$ cat src/rtl/calc_pkg.sv
// Shared status codes, display glyphs and sequencer state type for the calculator display path.
package calc_pkg;

  localparam logic [1:0] ST_ERR   = 2'b00;
  localparam logic [1:0] ST_BUSY  = 2'b01;
  localparam logic [1:0] ST_READY = 2'b10;
  localparam logic [1:0] ST_PRINT = 2'b11;

  localparam logic [3:0] DIG_BLANK = 4'hF;
  localparam logic [3:0] DIG_ERR   = 4'hE;

  typedef enum logic [1:0] {IDLE, CONV, EMIT} disp_state_t;

endpackage

$ cat src/rtl/calc_bcd_adj3.sv
// One double-dabble correction cell: a BCD nibble of 5 or more gets 3 added before the shift.
module calc_bcd_adj3 (
  input  logic [3:0] digitIn,
  output logic [3:0] digitOut
);

  always_comb begin
    digitOut = (digitIn >= 4'd5) ? digitIn + 4'd3 : digitIn;
  end

endmodule

$ cat src/rtl/calc_disp_seq.sv
// Display sequencer: converts a binary result to BCD by double-dabble and streams
// one blanked digit per cycle to the display driver.
module calc_disp_seq
  import calc_pkg::*;
#(
  parameter int WIDTH = 27,
  parameter int NDIG  = 8
) (
  input  logic             clock,
  input  logic             reset,
  input  logic             start,
  input  logic [WIDTH-1:0] value,
  input  logic             err,
  output logic [1:0]       status,
  output logic [3:0]       data,
  output logic [3:0]       pos,
  output logic             valid,
  output logic             done
);

  localparam int BW = 4 * (NDIG + 1);
  localparam int CW = $clog2(WIDTH + 1);
  localparam logic [CW-1:0] LAST_STEP = CW'(WIDTH - 1);
  localparam logic [3:0]    LAST_POS  = 4'(NDIG - 1);

  disp_state_t    state;
  logic [WIDTH-1:0] shreg;
  logic [BW-1:0]  bcd;
  logic [BW-1:0]  bcdAdj;
  logic [BW-1:0]  bcdNext;
  logic [CW-1:0]  cnt;
  logic           errPrint;
  logic           overflow;

  for (genvar g = 0; g < NDIG + 1; g++) begin : gen_adj
    calc_bcd_adj3 u_adj (
      .digitIn (bcd[4*g +: 4]),
      .digitOut(bcdAdj[4*g +: 4])
    );
  end

  // A set top bit of the adjusted register would be shifted out, so it counts as overflow too.
  assign bcdNext  = {bcdAdj[BW-2:0], shreg[WIDTH-1]};
  assign overflow = (bcdNext[4*NDIG +: 4] != 4'd0) || bcdAdj[BW-1];

  // Digit shown at a position: zeros above the highest nonzero digit are blanked, pos 0 never is.
  function automatic logic [3:0] digitAt(input logic [4*NDIG-1:0] b, input logic isErr,
                                         input int idx);
    logic upperZero;
    upperZero = 1'b1;
    for (int i = 0; i < NDIG; i++) begin
      if (i >= idx && b[4*i +: 4] != 4'd0) upperZero = 1'b0;
    end
    if (isErr)                     return (idx == 0) ? DIG_ERR : DIG_BLANK;
    else if (idx != 0 && upperZero) return DIG_BLANK;
    else                           return b[4*idx +: 4];
  endfunction

  always_ff @(posedge clock) begin
    if (reset) begin
      state    <= IDLE;
      shreg    <= '0;
      bcd      <= '0;
      cnt      <= '0;
      errPrint <= 1'b0;
      status   <= ST_READY;
      data     <= 4'd0;
      pos      <= 4'd0;
      valid    <= 1'b0;
      done     <= 1'b0;
    end else begin
      done <= 1'b0;
      case (state)
        IDLE: begin
          if (start) begin
            if (err) begin
              errPrint <= 1'b1;
              status   <= ST_ERR;
              data     <= DIG_ERR;
              pos      <= 4'd0;
              valid    <= 1'b1;
              state    <= EMIT;
            end else begin
              shreg    <= value;
              bcd      <= '0;
              cnt      <= '0;
              errPrint <= 1'b0;
              status   <= ST_BUSY;
              state    <= CONV;
            end
          end
        end
        CONV: begin
          shreg <= shreg << 1;
          bcd   <= bcdNext;
          cnt   <= cnt + CW'(1);
          if (cnt == LAST_STEP) begin
            if (overflow) begin
              errPrint <= 1'b1;
              status   <= ST_ERR;
              data     <= DIG_ERR;
            end else begin
              status <= ST_PRINT;
              data   <= digitAt(bcdNext[4*NDIG-1:0], 1'b0, 0);
            end
            pos   <= 4'd0;
            valid <= 1'b1;
            state <= EMIT;
          end
        end
        EMIT: begin
          if (pos == LAST_POS) begin
            valid <= 1'b0;
            pos   <= 4'd0;
            done  <= 1'b1;
            state <= IDLE;
            if (!errPrint) status <= ST_READY;
          end else begin
            pos  <= pos + 4'd1;
            data <= digitAt(bcd[4*NDIG-1:0], errPrint, int'(pos) + 1);
          end
        end
        default: state <= IDLE;
      endcase
    end
  end

endmodule

$ cat config.mk
export PLATFORM = sky130hd
export DESIGN_NAME = calc_disp_seq
export DESIGN_NICKNAME = d
export VERILOG_FILES = /design/src/rtl/calc_pkg.sv /design/src/rtl/calc_bcd_adj3.sv /design/src/rtl/calc_disp_seq.sv
export SDC_FILE = /design/constraint.sdc
export NUM_CORES = 1
export LEC_CHECK = 0
export ABC_AREA = 1
export BUFFER_PORTS_ARGS = -buffer_cell sky130_fd_sc_hd__clkbuf_2
export CORE_MARGIN = 3
export CORE_UTILIZATION = 30
export CTS_BUF_LIST = sky130_fd_sc_hd__clkbuf_8
export CTS_CLUSTER_SIZE = 28
export DETAILED_ROUTE_END_ITERATION = 6
export GPL_TIMING_DRIVEN = 0
export MAX_ROUTING_LAYER = met4
export PLACE_DENSITY = 0.55
export SLEW_MARGIN = 25
export SYNTH_ARGS = -nofsm -noshare
export SYNTH_HDL_FRONTEND = slang
export SYNTH_HIERARCHICAL = 1
export SYNTH_SLANG_ARGS = --single-unit
export TNS_END_PERCENT = 1
$ cat constraint.sdc
create_clock -name clock -period 4.93 [get_ports clock]
set_clock_uncertainty 0.15 [all_clocks]
set_input_delay 0.986 -clock clock [delete_from_list [all_inputs] [get_ports clock]]
set_output_delay 0.986 -clock clock [all_outputs]
set_load 0.1 [all_outputs]
Yosys cells after proc, flatten, opt, wreduce, memory -nomap -nowiden --
Cells that the tools add are included.
Storage, ports and cells: bits in registers 83, input port bits 31, output and inout bits 12, logic and storage cells 151
Operators by class: add/subtract/negate cells 12, $lt $le $gt $ge 17, eq/ne operators 12, shift-type cells 1, mux-type cells 66, bitwise logic cells 1, reduce and logical (&&, ||, !) cells 32
Operator list (count):
- $mux 4 | 20
- $mux 36 | 2
- $pmux 36 s2 | 1
- $mux 27 | 2
- $pmux 27 s2 | 1
- $add 4x2->4 const B | 9
- $ge 4x3->1 const B | 9
- $reduce_bool 4->1 | 9
- $logic_not 32->1 | 1
- $reduce_bool 32->1 | 1
- $shiftx 32x8->4 | 1
- $pmux 4 s3 | 2
- $mux 1 | 22
- $ge 3x5->1 const A | 4
- $mux 2 | 9
- $ne 2x2->1 const B | 8
- $reduce_and 5->1 | 3
- $pmux 2 s3 | 2
- $ge 1x5->1 const A | 2
- $ge 2x5->1 const A | 2
- $mux 5 | 2
- $pmux 5 s2 | 1
- $logic_and 1x1->1 | 9
- $reduce_and 4->1 | 2
- other kinds (16) | 17

Longest topological paths before layout --
Gate-level depths: netlist of the first run.
word-level depth 19, depth in mapped cells 18, gate-level depth less buffers 16

Hierarchy --
Netlist of the first run, hierarchy kept.
Modules (own cells, without submodules):
- calc_disp_seq | times used 1, cells an instance 578, area an instance 4018.9 µm², sequential area each 1661.6 µm²
- calc_bcd_adj3 | times used 9, cells an instance 23, area an instance 135.1 µm², sequential area each 0.0 µm²

Worst setup path after synthesis of the first run --
No wires, ideal clock.
path kind reg2reg, start point register pos[0], end point register data[0], setup time 0.068 ns, arrival time 2.706 ns, required time 4.712 ns, path slack 2.006 ns, cell stages (with the launch flop) 19, path buffers 3, cells stage by stage dfxtp_1 buf_4 inv_2 buf_6 buf_6 ha_1 inv_1 nand2_1 nand2_1 nand2_1 o21ai_0 nand2_1 nand2_1 nand2_2 nand2_1 nand2_1 nand2_1 nand2_1 a21oi_2
On the way: word-level cells in the longest chain between the ends 19, elaborated cells on any way between the ends 40, those cells by class 1 x add/sub; 8 x order compare; 2 x eq/ne; 1 x shift; 16 x mux; 12 x reduce/logical
Ends and longest elaborated chain:
- from (decl) | line calc_disp_seq.sv:16 | output logic [3:0] pos,
- from (signal assigned) | line calc_disp_seq.sv:119 | pos <= pos + 4'd1;
- $add 4x1->5 | line calc_disp_seq.sv:120 | data <= digitAt(bcd[4*NDIG-1:0], errPrint, int'(pos) + 1);
- $ge 1x5->1 | line calc_disp_seq.sv:52 | if (i >= idx && b[4*i +: 4] != 4'd0) upperZero = 1'b0;
- $logic_and 1x1->1 | line calc_disp_seq.sv:52
- $mux 1 (8 in series) | line calc_disp_seq.sv:52
- $mux 1 | line calc_disp_seq.sv:112 | if (pos == LAST_POS) begin
- $mux 1 | line calc_disp_seq.sv:73 | case (state)
- $mux 1 | line calc_disp_seq.sv:60 | if (reset) begin
- $logic_and 1x1->1 | line calc_disp_seq.sv:55 | else if (idx != 0 && upperZero) return DIG_BLANK;
- $mux 4 | line calc_disp_seq.sv:55
- $mux 4 | line calc_disp_seq.sv:54 | if (isErr) return (idx == 0) ? DIG_ERR : DIG_BLANK;
- $mux 4 | line calc_disp_seq.sv:112
- $pmux 4 s3 | line calc_disp_seq.sv:73
- to (signal assigned) | line calc_disp_seq.sv:104 | data <= digitAt(bcdNext[4*NDIG-1:0], 1'b0, 0);
- to (signal assigned) | line calc_disp_seq.sv:120
- to (decl) | line calc_disp_seq.sv:15 | output logic [3:0] data,
Parallel ways exist; a longest one is shown, timed or not. The select of a mux whose other input is x is not followed. A chain may end at the register's enable or synchronous reset.

Worst setup path in the final report of the first run --
start point register pos[2], end point output port pos[2]
No word-level cell between the ends.

==> implementation parameters, run 1 <==
Parameter                              Value

Outcome
  Result of the run ... complete, no violations

Synthesis
  Post-synthesis instance area ... roughly 5200 um2
  EDFF count, synth ... 0
  Cell count after synthesis ... 785
  Number of warnings printed during yosys synthesis ... 6
  Total nets after synthesis ... about 840
  Number of register bits inferred by synthesis ... 83
  Distinct cells, synth ... 35
  Sequential-to-total area share from yosys stat ... 31.7%
  Ys flop type ... sky130_fd_sc_hd__dfxtp_1
  Ys async rst share ... 0%
  Post-Synthesis Mean Instance Area ... 6.67 um2

Global routing
  Global routing usage summed across all routing layers ... 14.3%
  Pin count of the biggest net entering global routing ... 15
  Grt met3 use ... 2.45%
  Leftover overflow at the end of global routing ... 0
  Vias in the first global route ... 4691
  Global-route layer with the greatest usage ... met2
  Global-route wire length before repair ... 22500 um
  Initial antenna violation count ... 0
  Global-route track usage on met1 ... roughly a fifth
  Met2 Resource Use GR ... between 20% and 30%

Clock network
  Number of setup buffers added after CTS ... 0
  Count of H-tree levels built during CTS ... 3
  Post-cts resize count ... 0
  Number of buffers created by CTS ... 9
  Clock-pin slew reported for the worst setup and hold paths after clock tree synthesis ... 0.09 ns
  Number of sinks driven by the clock tree ... 83
  Clock network latency to the later pin of the worst-skew pair ... roughly 0.37 ns
  Buffer type at the clock tree root ... sky130_fd_sc_hd__clkbuf_8
  Buffer levels on the longest clock path ... 2
  Clock tree from TritonCTS ... done
  Count of hold-fix buffers inserted at cts ... 0

Finish
  Synth-to-Final Area Change ... 13.1%
  Most frequent standard cell in the layout excluding fill and tap cells ... sky130_fd_sc_hd__nand2_1
  Ant. Diodes ... 0
  Leading cell types in the layout, fill and taps excluded ... 226 x sky130_fd_sc_hd__nand2_1, 83 x sky130_fd_sc_hd__dfxtp_1, 71 x sky130_fd_sc_hd__nor2_1, 71 x sky130_fd_sc_hd__o21ai_0, 63 x sky130_fd_sc_hd__a21oi_1
  Total number of nets in the final design ... 897
  Fraction of layout instances using a drive strength above 1 ... 17.6%
  Filler Cells Inserted ... 1874
  Count of placed standard cells in the final layout, fillers left out ... 1063

Placed design
  Port buffer count ... 42
  Gp weighted congestion ... approximately 0.8
  Total placed cells including tap cells ... 1047
  HPWL after DPL ... 9730 um

Worst setup path
  Capturing element type of the critical path ... primary output
  CP Depth ... 1
  Slowest library cell on the worst path ... sky130_fd_sc_hd__dfxtp_1
  Data arrival time of the critical path ... 1.49 ns
  Worst setup SP type ... flop
  Number of buffers and inverters on the critical path ... 1
  Worst Reg2Reg Path Length in Cells ... 18
  Ordered cell list for the critical path ... clkbuf_2
  Crit Path Max Fanout ... 9
  Setup Crit Path Kind ... reg2out
  Kind of cell adding the most delay to the critical path ... flip-flops
  Required time of the critical path ... 3.79 ns
  Delay of the slowest cell on the worst path ... 0.58 ns

Pwr
  Static Leakage ... 2.32 nW
  VDD IR max ... 0.000169 V
  Post-layout power ... 2.74 mW
  Power density normalized to cell area ... 463 nW/um2

STA
  Number of hold-slack violations in the final timing report ... 0
  Actual transition at the worst max-transition pin ... approximately 0.58 ns
  Final max-slew violation count ... 0
  Total Neg Setup Slack ... 0 ns
  Setup-failing EPs final ... 0
  Highest achievable clock rate ... between 0.3 and 0.4 GHz
  Max transition margin ... ~61%
  Period utilization ... 53.3%
  Setup repair after global routing missed its margin ... no
  Post-route minimum period ... 2.63 ns

Route
  ANT nets after route ... 0
  Post-DR vias/cell ... around 4.7
  Number of remaining DRC errors ... 0
  Vias ... 5008
  Pre-antenna DRT Iters ... 5
  Average wire length per cell after detail routing ... about 12 um
  Final routed wirelength across all metal layers ... 13200 um
  Number of design-rule violations left by the first detailed-router iteration ... 325

Worst hold path
  Cell count of the worst hold path ... 2
  Kind of path behind the tightest hold check ... reg2reg

Floorplanning
  Core ar. ... around 17000 um2
  Initial Utilization ... 31.1%
  Die X ... 138 um
  Area of the die ... 19100 um2
  DIE HEIGHT ... about 140 um
  Boundary pin count ... 43
  Row count ... 47

Job
  Max-capacitance violation count ... 0
==> routing by layer <==
metal	routed length [um]	vias up
met5	0	-
met4	278	0
met3	296	16
met2	5940	51
met1	6650	2294
li1	-	2647
==> logic make-up after synthesis <==
group,Yosys count,share of synthesized area [%]
compound gates,195,21.3
xor+xnor,1,0.167
fa+ha+maj,28,6.69
buf+inv,110,8.56
flops,83,31.7
simple gates,368,31.5
==> registers in the layout (all words and copies together), names as in the netlist <==
register	flops
bcd	36
shreg	27
cnt	5
data	4
pos	4
state	2
status	2
done	1
errPrint	1
valid	1
==> report_power, final <==
part	total (mW)	internal [mW]	switching (mW)	leakage, nW
registers	0.913	0.814	0.0987	0.678
logic	1.32	0.338	0.978	1.54
clock network	0.515	0.248	0.267	0.0963
total	2.74	1.40	1.34	2.32
==> stage by stage <==
step                      hold WS [ns]  area, um2  util [%]  setup WS (ns)
after floorplan                  0.294       5240         -           2.01
after global placement           0.308       5720      34.0           2.24
after detailed placement         0.310       5720      34.0           2.24
after CTS                        0.324       5920      35.2           2.28
after global routing             0.342       5920      35.2           2.09
final                            0.323       5920      35.2           2.30
==> tightest hold or removal path, delay by kind of cell, from the launching register on <==
| kind | cells | cell delay (ns) |
|---|---|---|
| flops | 1 | 0.32 |
| simple gates | 1 | 0.05 |
| compound gates | 1 | 0.07 |
==> worst paths after layout <==
kind | from | to | slack [ns]
hold / removal | shreg[13]$_SDFFE_PP0P_ | shreg[14]$_SDFFE_PP0P_ | 0.32
setup / recovery | pos[2]$_SDFFE_PP0P_ | pos[2] | 2.30
hold reg to reg | shreg[13]$_SDFFE_PP0P_ | shreg[14]$_SDFFE_PP0P_ | 0.32
setup reg to reg | pos[0]$_SDFFE_PP0P_ | data[0]$_SDFFE_PP0P_ | 2.32
==> Yosys cell counts, types with 2 or more instances <==
cell type                  instances  area [um2]
sky130_fd_sc_hd__clkbuf_1         20        75.1
sky130_fd_sc_hd__o21ai_2          11        96.3
sky130_fd_sc_hd__dfxtp_1          83        1660
sky130_fd_sc_hd__a211oi_1          5        37.5
sky130_fd_sc_hd__nand2_1         226         848
sky130_fd_sc_hd__o21ai_1           3        15.0
sky130_fd_sc_hd__inv_1            61         229
sky130_fd_sc_hd__a21oi_1          63         315
sky130_fd_sc_hd__nor2_1           71         267
sky130_fd_sc_hd__ha_1             28         350
sky130_fd_sc_hd__o21ai_0          71         355
sky130_fd_sc_hd__nor2_2            2        12.5
sky130_fd_sc_hd__a21oi_2          12         105
sky130_fd_sc_hd__o211ai_1          2        15.0
sky130_fd_sc_hd__buf_2             7        35.0
sky130_fd_sc_hd__buf_4             3        22.5
sky130_fd_sc_hd__nand2_2          15        93.8
sky130_fd_sc_hd__nor2_4           20         225
sky130_fd_sc_hd__buf_6             2        22.5
sky130_fd_sc_hd__nand3_1          17        85.1
sky130_fd_sc_hd__clkinv_1          2        7.51
sky130_fd_sc_hd__nand2_4           2        22.5
sky130_fd_sc_hd__and3_1            2        12.5
sky130_fd_sc_hd__a31oi_1          27         169
sky130_fd_sc_hd__nor3_1            6        30.0
sky130_fd_sc_hd__inv_2            14        52.6
sky130_fd_sc_hd__nand4_1           2        12.5
==> area by class of cell <==
type                    instances  area, um2  share of cell area (%)
well taps                     220        275                    4.65
flip-flops and latches         83       1660                    28.1
clock buffers                  10        138                    2.32
plain buffers                  33        159                    2.68
repair buffers                 42        210                    3.55
inverters                      77        289                    4.88
clock inverters                 6       65.1                    1.10
multi-input cells             592       3130                    52.8
Note: power is estimated with default switching activity, not from simulation.
==> run 2, diff against run 1 <==
--- a/config.mk
+++ b/config.mk
@@ -14,7 +14,7 @@
 export DETAILED_ROUTE_END_ITERATION = 6
 export GPL_TIMING_DRIVEN = 0
 export MAX_ROUTING_LAYER = met4
-export PLACE_DENSITY = 0.55
+export PLACE_DENSITY = 0.56
 export SLEW_MARGIN = 25
 export SYNTH_ARGS = -nofsm -noshare
 export SYNTH_HDL_FRONTEND = slang
==> constraint.sdc (replaced) <==
create_clock -name clock -period 2.2 [get_ports clock]
set_clock_uncertainty 0.15 [all_clocks]
set_input_delay 0.44 -clock clock [delete_from_list [all_inputs] [get_ports clock]]
set_output_delay 0.44 -clock clock [all_outputs]
set_load 0.1 [all_outputs]
==> run 2 against run 1 <==
Core utilization grew 1.5 points. Global-route usage shrank 0.12 points. First-iteration DRC count up 25%. Total power increased by 140%. Routed wire length up 0.20%. Worst hold slack worse by 0.17 ns. Clock-buffer cell count did not move. Largest power group unchanged.
==> implementation parameters, run 2 (synthesized netlist as in run 1, its figures left out) <==
Parameter                              Value

Worst hold path
  Kind of path behind the tightest hold check ... in2reg

STA
  Setup repair after global routing missed its margin ... yes
  Final max-slew violation count ... 0
  Highest achievable clock rate ... ~0.47 GHz
  Setup-failing EPs final ... 0
  Max transition margin ... 62.0%
  Total Neg Setup Slack ... 0 ns
  Number of hold-slack violations in the final timing report ... 0
  Actual transition at the worst max-transition pin ... about 0.57 ns
  Post-route minimum period ... 2.11 ns
  Period utilization ... approximately 96%

Finish
  Register containing the most flip-flops in the final layout ... bcd
  Registers with the most flip-flops ... bcd x36, shreg x27, cnt x5
  Synth-to-Final Area Change ... 17.8%
  Total number of nets in the final design ... 910
  Most frequent standard cell in the layout excluding fill and tap cells ... sky130_fd_sc_hd__nand2_1
  Ant. Diodes ... 0
  Number of flip-flops under the largest register name ... 36
  Fraction of layout instances using a drive strength above 1 ... 21.4%
  Filler Cells Inserted ... about 1.8k
  Final design area excluding fillers ... just over 6000 um2
  Leading cell types in the layout, fill and taps excluded ... 223 x sky130_fd_sc_hd__nand2_1, 76 x sky130_fd_sc_hd__dfxtp_1, 69 x sky130_fd_sc_hd__o21ai_0, 68 x sky130_fd_sc_hd__nor2_1, 63 x sky130_fd_sc_hd__a21oi_1

Worst setup path
  Ordered cell list for the critical path ... buf_6, inv_2, buf_8, buf_8, ha_4, nand2_2, nand2_2, nand2_1, nand2_1, o21ai_1, nand2_1, nand2_1, nand2_2, nand2_2, o21ai_1, a21oi_1
  Required time of the critical path ... 2.33 ns
  Worst Reg2Reg Path Length in Cells ... 16
  Setup slack of the most critical reg-to-reg path ... 0.09 ns
  Capturing element type of the critical path ... flop
  Slowest library cell on the worst path ... sky130_fd_sc_hd__dfxtp_4
  Crit path launch ... pos[0]$_SDFFE_PP0P_
  Worst setup path endpoint ... data[1]$_SDFFE_PP0P_
  Data arrival time of the critical path ... 2.24 ns
  Setup Crit Path Kind ... reg2reg
  Crit Path Max Fanout ... 8
  Worst setup SP type ... flop
  Reg-to-Reg End ... data[1]$_SDFFE_PP0P_
  Crit Reg-Reg Startpoint ... pos[0]$_SDFFE_PP0P_
  Delay of the slowest cell on the worst path ... 0.37 ns

Route
  Number of design-rule violations left by the first detailed-router iteration ... 406
  Met3 wire len ... between 200 and 250 um
  Met2 wire len ... 6010 um
  Vias ... 5022
  Routed met1 length ... ~6600 um
  Final routed wirelength across all metal layers ... 13200 um
  Pre-antenna DRT Iters ... 5
  Average wire length per cell after detail routing ... 12.3 um
  ANT nets after route ... 0
  Number of remaining DRC errors ... 0
  Post-DR vias/cell ... 4.67
  Top routing layer used ... met4

Clock network
  Count of H-tree levels built during CTS ... 3
  Number of sinks driven by the clock tree ... 83
  Buffer type at the clock tree root ... sky130_fd_sc_hd__clkbuf_8
  Clock network latency to the later pin of the worst-skew pair ... 0.38 ns
  Clock-pin slew reported for the worst setup and hold paths after clock tree synthesis ... 0.09 ns
  Clock tree from TritonCTS ... done
  Buffer levels on the longest clock path ... 2
  Number of buffers created by CTS ... 9

Placed design
  Area after DPL ... 5750 um2
  Port buffer count ... 42
  Gp weighted congestion ... roughly 0.8
  HPWL after DPL ... approximately 9700 um

Floorplanning
  Row count ... 47
  Area of the die ... 19100 um2
  Initial Utilization ... 31.1%
  Core ar. ... 16800 um2
  DIE HEIGHT ... 138 um
  Die X ... 138 um
  Boundary pin count ... 43

Global routing
  Pin count of the biggest net entering global routing ... 15
  Global routing usage summed across all routing layers ... 14.2%
  Initial antenna violation count ... 0
  Global-route wire length before repair ... 22400 um
  Leftover overflow at the end of global routing ... 0
  Vias in the first global route ... 4730

Outcome
  Result of the run ... complete, no violations

Pwr
  Post-layout power ... 6.69 mW
  Static Leakage ... 2.45 nW
  Power density normalized to cell area ... ~1100 nW/um2
  VDD IR max ... 0.000598 V

Job
  Max-capacitance violation count ... 0
## run 2: cell count changes in the layout (fill, tap and decap cells not counted), moves of 4 or more
cell / change
sky130_fd_sc_hd__clkbuf_1: -4
sky130_fd_sc_hd__clkbuf_2: +4
sky130_fd_sc_hd__buf_4: +11
sky130_fd_sc_hd__dfxtp_1: -7
sky130_fd_sc_hd__dfxtp_2: +5
## run 2: layout make-up
class,count,area (um2),area share (%)
Multi-Input combinational cell,592,3180,51.5
Sequential cell,83,1680,27.2
Timing Repair Buffer,55,313,5.07
Inverter,77,293,4.75
Tap cell,220,275,4.46
Buffer,33,184,2.98
Clock buffer,10,138,2.23
Clock inverter,6,113,1.83
## run 2: how the worst min path moves through the flow
stage | start | to | slack [ns] | cells past startpoint
after floorplan | shreg[0]$_SDFFE_PP0P_ | shreg[0]$_SDFFE_PP0P_ | 0.29 | 2
after global placement | shreg[19]$_SDFFE_PP0P_ | shreg[20]$_SDFFE_PP0P_ | 0.31 | 2
after CTS | value[13] | shreg[13]$_SDFFE_PP0P_ | 0.14 | 3
after detailed placement | shreg[24]$_SDFFE_PP0P_ | shreg[25]$_SDFFE_PP0P_ | 0.31 | 2
final | value[16] | shreg[16]$_SDFFE_PP0P_ | 0.15 | 3
after global routing | value[11] | shreg[11]$_SDFFE_PP0P_ | 0.15 | 3
## run 2: what timing repair did
item,in CTS,in global routing
pin swaps,0,4
hold buffers,0,0
setup endpoints to repair,21,31
gates resized for setup,3,26
setup buffers,0,13
## run 2: per-stage QoR
step	hold slack, ns	utilization, %	setup WS [ns]	std cells
finish	0.154	36.7	0.0883	1076
CTS	0.142	35.7	0.000964	1063
global placement	0.309	34.2	-0.0350	1047
global route	0.149	36.7	-0.0864	1076
floorplan	0.294	-	0.00219	785
detailed placement	0.312	34.2	-0.0550	1047
## run 2: worst max-delay path: cells and delay by family (launching register included)
kind | cells | cell delay (ns)
buffers and inverters | 4 | 0.40
DFF | 1 | 0.37
AOI/OAI and AO/OA | 3 | 0.29
and+or+nand+nor | 8 | 0.51
adders and majority gates | 1 | 0.29
## run 2: layer usage
layer,track usage [%],vias to the layer above
li1,-,2681
met1,19.0,2275
met2,22.0,48
met3,1.31,18
met4,5.93,0
met5,-,-
## run 2: where the power goes
group | internal (mW) | total [mW] | switching [mW]
sequential | 1.84 | 2.05 | 0.216
combinational | 0.967 | 3.25 | 2.28
clock | 0.787 | 1.39 | 0.602
total | 3.59 | 6.69 | 3.10
==> run 3, diff against run 2 <==
--- a/config.mk
+++ b/config.mk
@@ -14,7 +14,7 @@
 export DETAILED_ROUTE_END_ITERATION = 6
 export GPL_TIMING_DRIVEN = 0
 export MAX_ROUTING_LAYER = met4
-export PLACE_DENSITY = 0.56
+export PLACE_DENSITY = 0.55
 export SLEW_MARGIN = 25
 export SYNTH_ARGS = -nofsm -noshare
 export SYNTH_HDL_FRONTEND = slang
==> constraint.sdc (replaced) <==
create_clock -name clock -period 2.3 [get_ports clock]
set_clock_uncertainty 0.15 [all_clocks]
set_input_delay 0.46 -clock clock [delete_from_list [all_inputs] [get_ports clock]]
set_output_delay 0.46 -clock clock [all_outputs]
set_load 0.1 [all_outputs]
==> run 3 against run 2 <==
Clock-buffer cell count is the same. Worst setup slack gained 0.091 ns. Core utilization shrank 1.1 points. Worst hold slack improved by 0.018 ns. Critical path type unchanged.
==> implementation parameters, run 3 (synthesized netlist as in run 1, its figures left out) <==
Parameter                              Value

Floorplanning
  Die X ... 138 um
  Area of the die ... between 15000 and 20000 um2
  DIE HEIGHT ... around 140 um
  Core ar. ... approximately 17000 um2
  Boundary pin count ... 43
  Row count ... 47
  Initial Utilization ... 31.1%

Placed design
  HPWL after DPL ... 9780 um
  Gp weighted congestion ... 0.828
  Total placed cells including tap cells ... 1047
  Port buffer count ... between 40 and 50
  Post-placement worst setup slack ... 0.0115 ns

Pwr
  Power density normalized to cell area ... 984 nW/um2
  VDD IR max ... ~0.0006 V
  Static Leakage ... 2.35 nW

STA
  Number of hold-slack violations in the final timing report ... 0
  Actual transition at the worst max-transition pin ... 0.606 ns
  Total Neg Setup Slack ... 0 ns
  Final max-slew violation count ... 0
  Post-route minimum period ... 2.12 ns
  Setup repair after global routing missed its margin ... yes
  PnR worst setup slack ... about 0.18 ns
  Min Hold Slack ... 0.172 ns
  Highest achievable clock rate ... ~0.47 GHz
  Max transition margin ... 59.6%
  Setup-failing EPs final ... 0
  Period utilization ... 92.2%

Worst setup path
  Worst setup SP type ... flop
  Delay of the slowest cell on the worst path ... approximately 0.37 ns
  Required time of the critical path ... around 2.5 ns
  Critical path's most frequent cell ... sky130_fd_sc_hd__nand2_1
  Capturing element type of the critical path ... flop
  Setup Crit Path Kind ... reg2reg
  Data arrival time of the critical path ... approximately 2.3 ns
  CP Depth ... 15
  Number of buffers and inverters on the critical path ... 4
  Reg-to-Reg End ... data[2]$_SDFFE_PP0P_
  Crit Reg-Reg Startpoint ... pos[0]$_SDFFE_PP0P_
  Slowest library cell on the worst path ... sky130_fd_sc_hd__dfxtp_4
  Setup slack of the most critical reg-to-reg path ... about 0.18 ns
  Worst Reg2Reg Path Length in Cells ... 15
  Ordered cell list for the critical path ... inv_2, buf_6, buf_8, ha_4, inv_2, nand2_1, nand2_1, nand2_1, o21ai_1, nand2_1, nand2_1, nand2_2, nand2_2, o21ai_1, a21oi_1
  Crit Path Max Fanout ... 10
  Kind of cell adding the most delay to the critical path ... simple AND/OR/NAND/NOR gates

Route
  Pre-antenna DRT Iters ... 4
  Vias ... 5010
  Number of remaining DRC errors ... 0
  ANT nets after route ... 0
  Post-DR vias/cell ... ~4.7
  Average wire length per cell after detail routing ... roughly 12 um
  Final routed wirelength across all metal layers ... 13200 um
  Number of design-rule violations left by the first detailed-router iteration ... 405

Job
  Max-capacitance violation count ... 0

Global routing
  Global-route wire length before repair ... 22600 um
  Pin count of the biggest net entering global routing ... 14
  Leftover overflow at the end of global routing ... 0
  Vias in the first global route ... around 4.7k
  Initial antenna violation count ... 0
  Global routing usage summed across all routing layers ... between 10 and 15%

Finish
  Registers with the most flip-flops ... bcd x36, shreg x27, cnt x5
  Ant. Diodes ... 0
  Filler Cells Inserted ... 1885
  Leading cell types in the layout, fill and taps excluded ... 226 x sky130_fd_sc_hd__nand2_1, 77 x sky130_fd_sc_hd__dfxtp_1, 70 x sky130_fd_sc_hd__nor2_1, 70 x sky130_fd_sc_hd__o21ai_0, 63 x sky130_fd_sc_hd__a21oi_1
  Area used by sequential logic in the layout ... 1670 um2
  Total number of nets in the final design ... around 900
  Register containing the most flip-flops in the final layout ... bcd
  Most frequent standard cell in the layout excluding fill and tap cells ... sky130_fd_sc_hd__nand2_1
  Fraction of layout instances using a drive strength above 1 ... between 15 and 20%
  Number of flip-flops under the largest register name ... 36
  Footprint of the multi-input gates ... around 3200 um2
  Synth-to-Final Area Change ... 14.4%
  Count of placed standard cells in the final layout, fillers left out ... 1068

Worst hold path
  Origin of the worst min-delay path ... value[20]
  Hold Path End ... shreg[20]$_SDFFE_PP0P_
  Cell count of the worst hold path ... 3
  Kind of path behind the tightest hold check ... in2reg

Clock network
  Count of hold-fix buffers inserted at cts ... 0
  Clock tree from TritonCTS ... done
  Clock network latency to the later pin of the worst-skew pair ... 0.37 ns
  Number of sinks driven by the clock tree ... 83
  Buffer levels on the longest clock path ... 2
  Buffer type at the clock tree root ... sky130_fd_sc_hd__clkbuf_8
  Count of H-tree levels built during CTS ... 3
  Number of buffers created by CTS ... 9
  Clock-pin slew reported for the worst setup and hold paths after clock tree synthesis ... around 0.090 ns

Outcome
  Result of the run ... complete, no violations
==> run 3: changes by cell type in the layout (fill, tap and decap cells not counted), moves of 2 or more <==
cell and delta:
sky130_fd_sc_hd__buf_4 -7, sky130_fd_sc_hd__bufinv_16 -3, sky130_fd_sc_hd__clkbuf_1 +3, sky130_fd_sc_hd__clkbuf_2 -3, sky130_fd_sc_hd__nand2_1 +3, sky130_fd_sc_hd__nand2_2 -3
sky130_fd_sc_hd__inv_2 +2, sky130_fd_sc_hd__nor2_1 +2, sky130_fd_sc_hd__nor2_2 -2
==> run 3: cell type report <==
type                            count  area share, %
Buffer                             32           2.82
Inverter                           77           4.83
Timing Repair Buffer               48           4.26
Multi-Input combinational cell    592           52.7
Tap cell                          220           4.60
Clock inverter                      6          0.564
Clock buffer                       10           2.30
Sequential cell                    83           28.0
==> run 3: layer usage <==
layer  wire length [um]  part of all wire [%]  track usage (%)  up-vias
met1               6550                    50             19.1     2265
met3                398                   3.0             2.21       17
met2               6000                    45             22.1       65
li1                   -                     -                -     2663
met5                  0                     0                -        -
met4                249                   1.9             5.77        0
==> run 3: timing repair <==
item | CTS | global route
resized for setup | 2 | 14
setup endpoints to repair | 7 | 10
pin swaps | 1 | 4
setup buffers | 0 | 6
==> run 3: metrics by stage <==
stage	power, mW	area [um2]	util (%)
3_5_place_dp	4.86	5750	34.2
3_3_place_gp	4.85	5750	34.2
2_1_floorplan	4.16	5260	-
4_1_cts	5.86	5920	35.2
6_report	5.89	5990	35.6
5_1_grt	6.36	5990	35.6
==> run 3: how the worst max path moves through the flow <==
stage                                startpoint                   end  slack (ns)
after floorplan             pos[0]$_SDFFE_PP0P_  data[0]$_SDFFE_PP0P_        0.07
after global placement      pos[0]$_SDFFE_PP0P_  data[1]$_SDFFE_PP0P_        0.02
after detailed placement    pos[1]$_SDFFE_PP0P_  data[2]$_SDFFE_PP0P_        0.01
after CTS                   pos[0]$_SDFFE_PP0P_  data[2]$_SDFFE_PP0P_        0.01
after global routing      state[1]$_SDFFE_PP0P_  bcd[24]$_SDFFE_PP0P_       -0.01
final                       pos[0]$_SDFFE_PP0P_  data[2]$_SDFFE_PP0P_        0.18
==> run 3: where the power goes <==
part           internal (mW)  switching, mW
logic                  0.811           2.15
registers               1.76          0.206
clock network          0.412          0.560
==> run 3: worst reg2reg max path: stages, from the launching register on <==
cell and delay, ns:
sky130_fd_sc_hd__dfxtp_4 0.37, sky130_fd_sc_hd__inv_2 0.04, sky130_fd_sc_hd__buf_6 0.13, sky130_fd_sc_hd__buf_8 0.14
sky130_fd_sc_hd__ha_4 0.25, sky130_fd_sc_hd__inv_2 0.08, sky130_fd_sc_hd__nand2_1 0.07, sky130_fd_sc_hd__nand2_1 0.07
sky130_fd_sc_hd__nand2_1 0.07, sky130_fd_sc_hd__o21ai_1 0.13, sky130_fd_sc_hd__nand2_1 0.06, sky130_fd_sc_hd__nand2_1 0.09
sky130_fd_sc_hd__nand2_2 0.06, sky130_fd_sc_hd__nand2_2 0.09, sky130_fd_sc_hd__o21ai_1 0.09, sky130_fd_sc_hd__a21oi_1 0.16
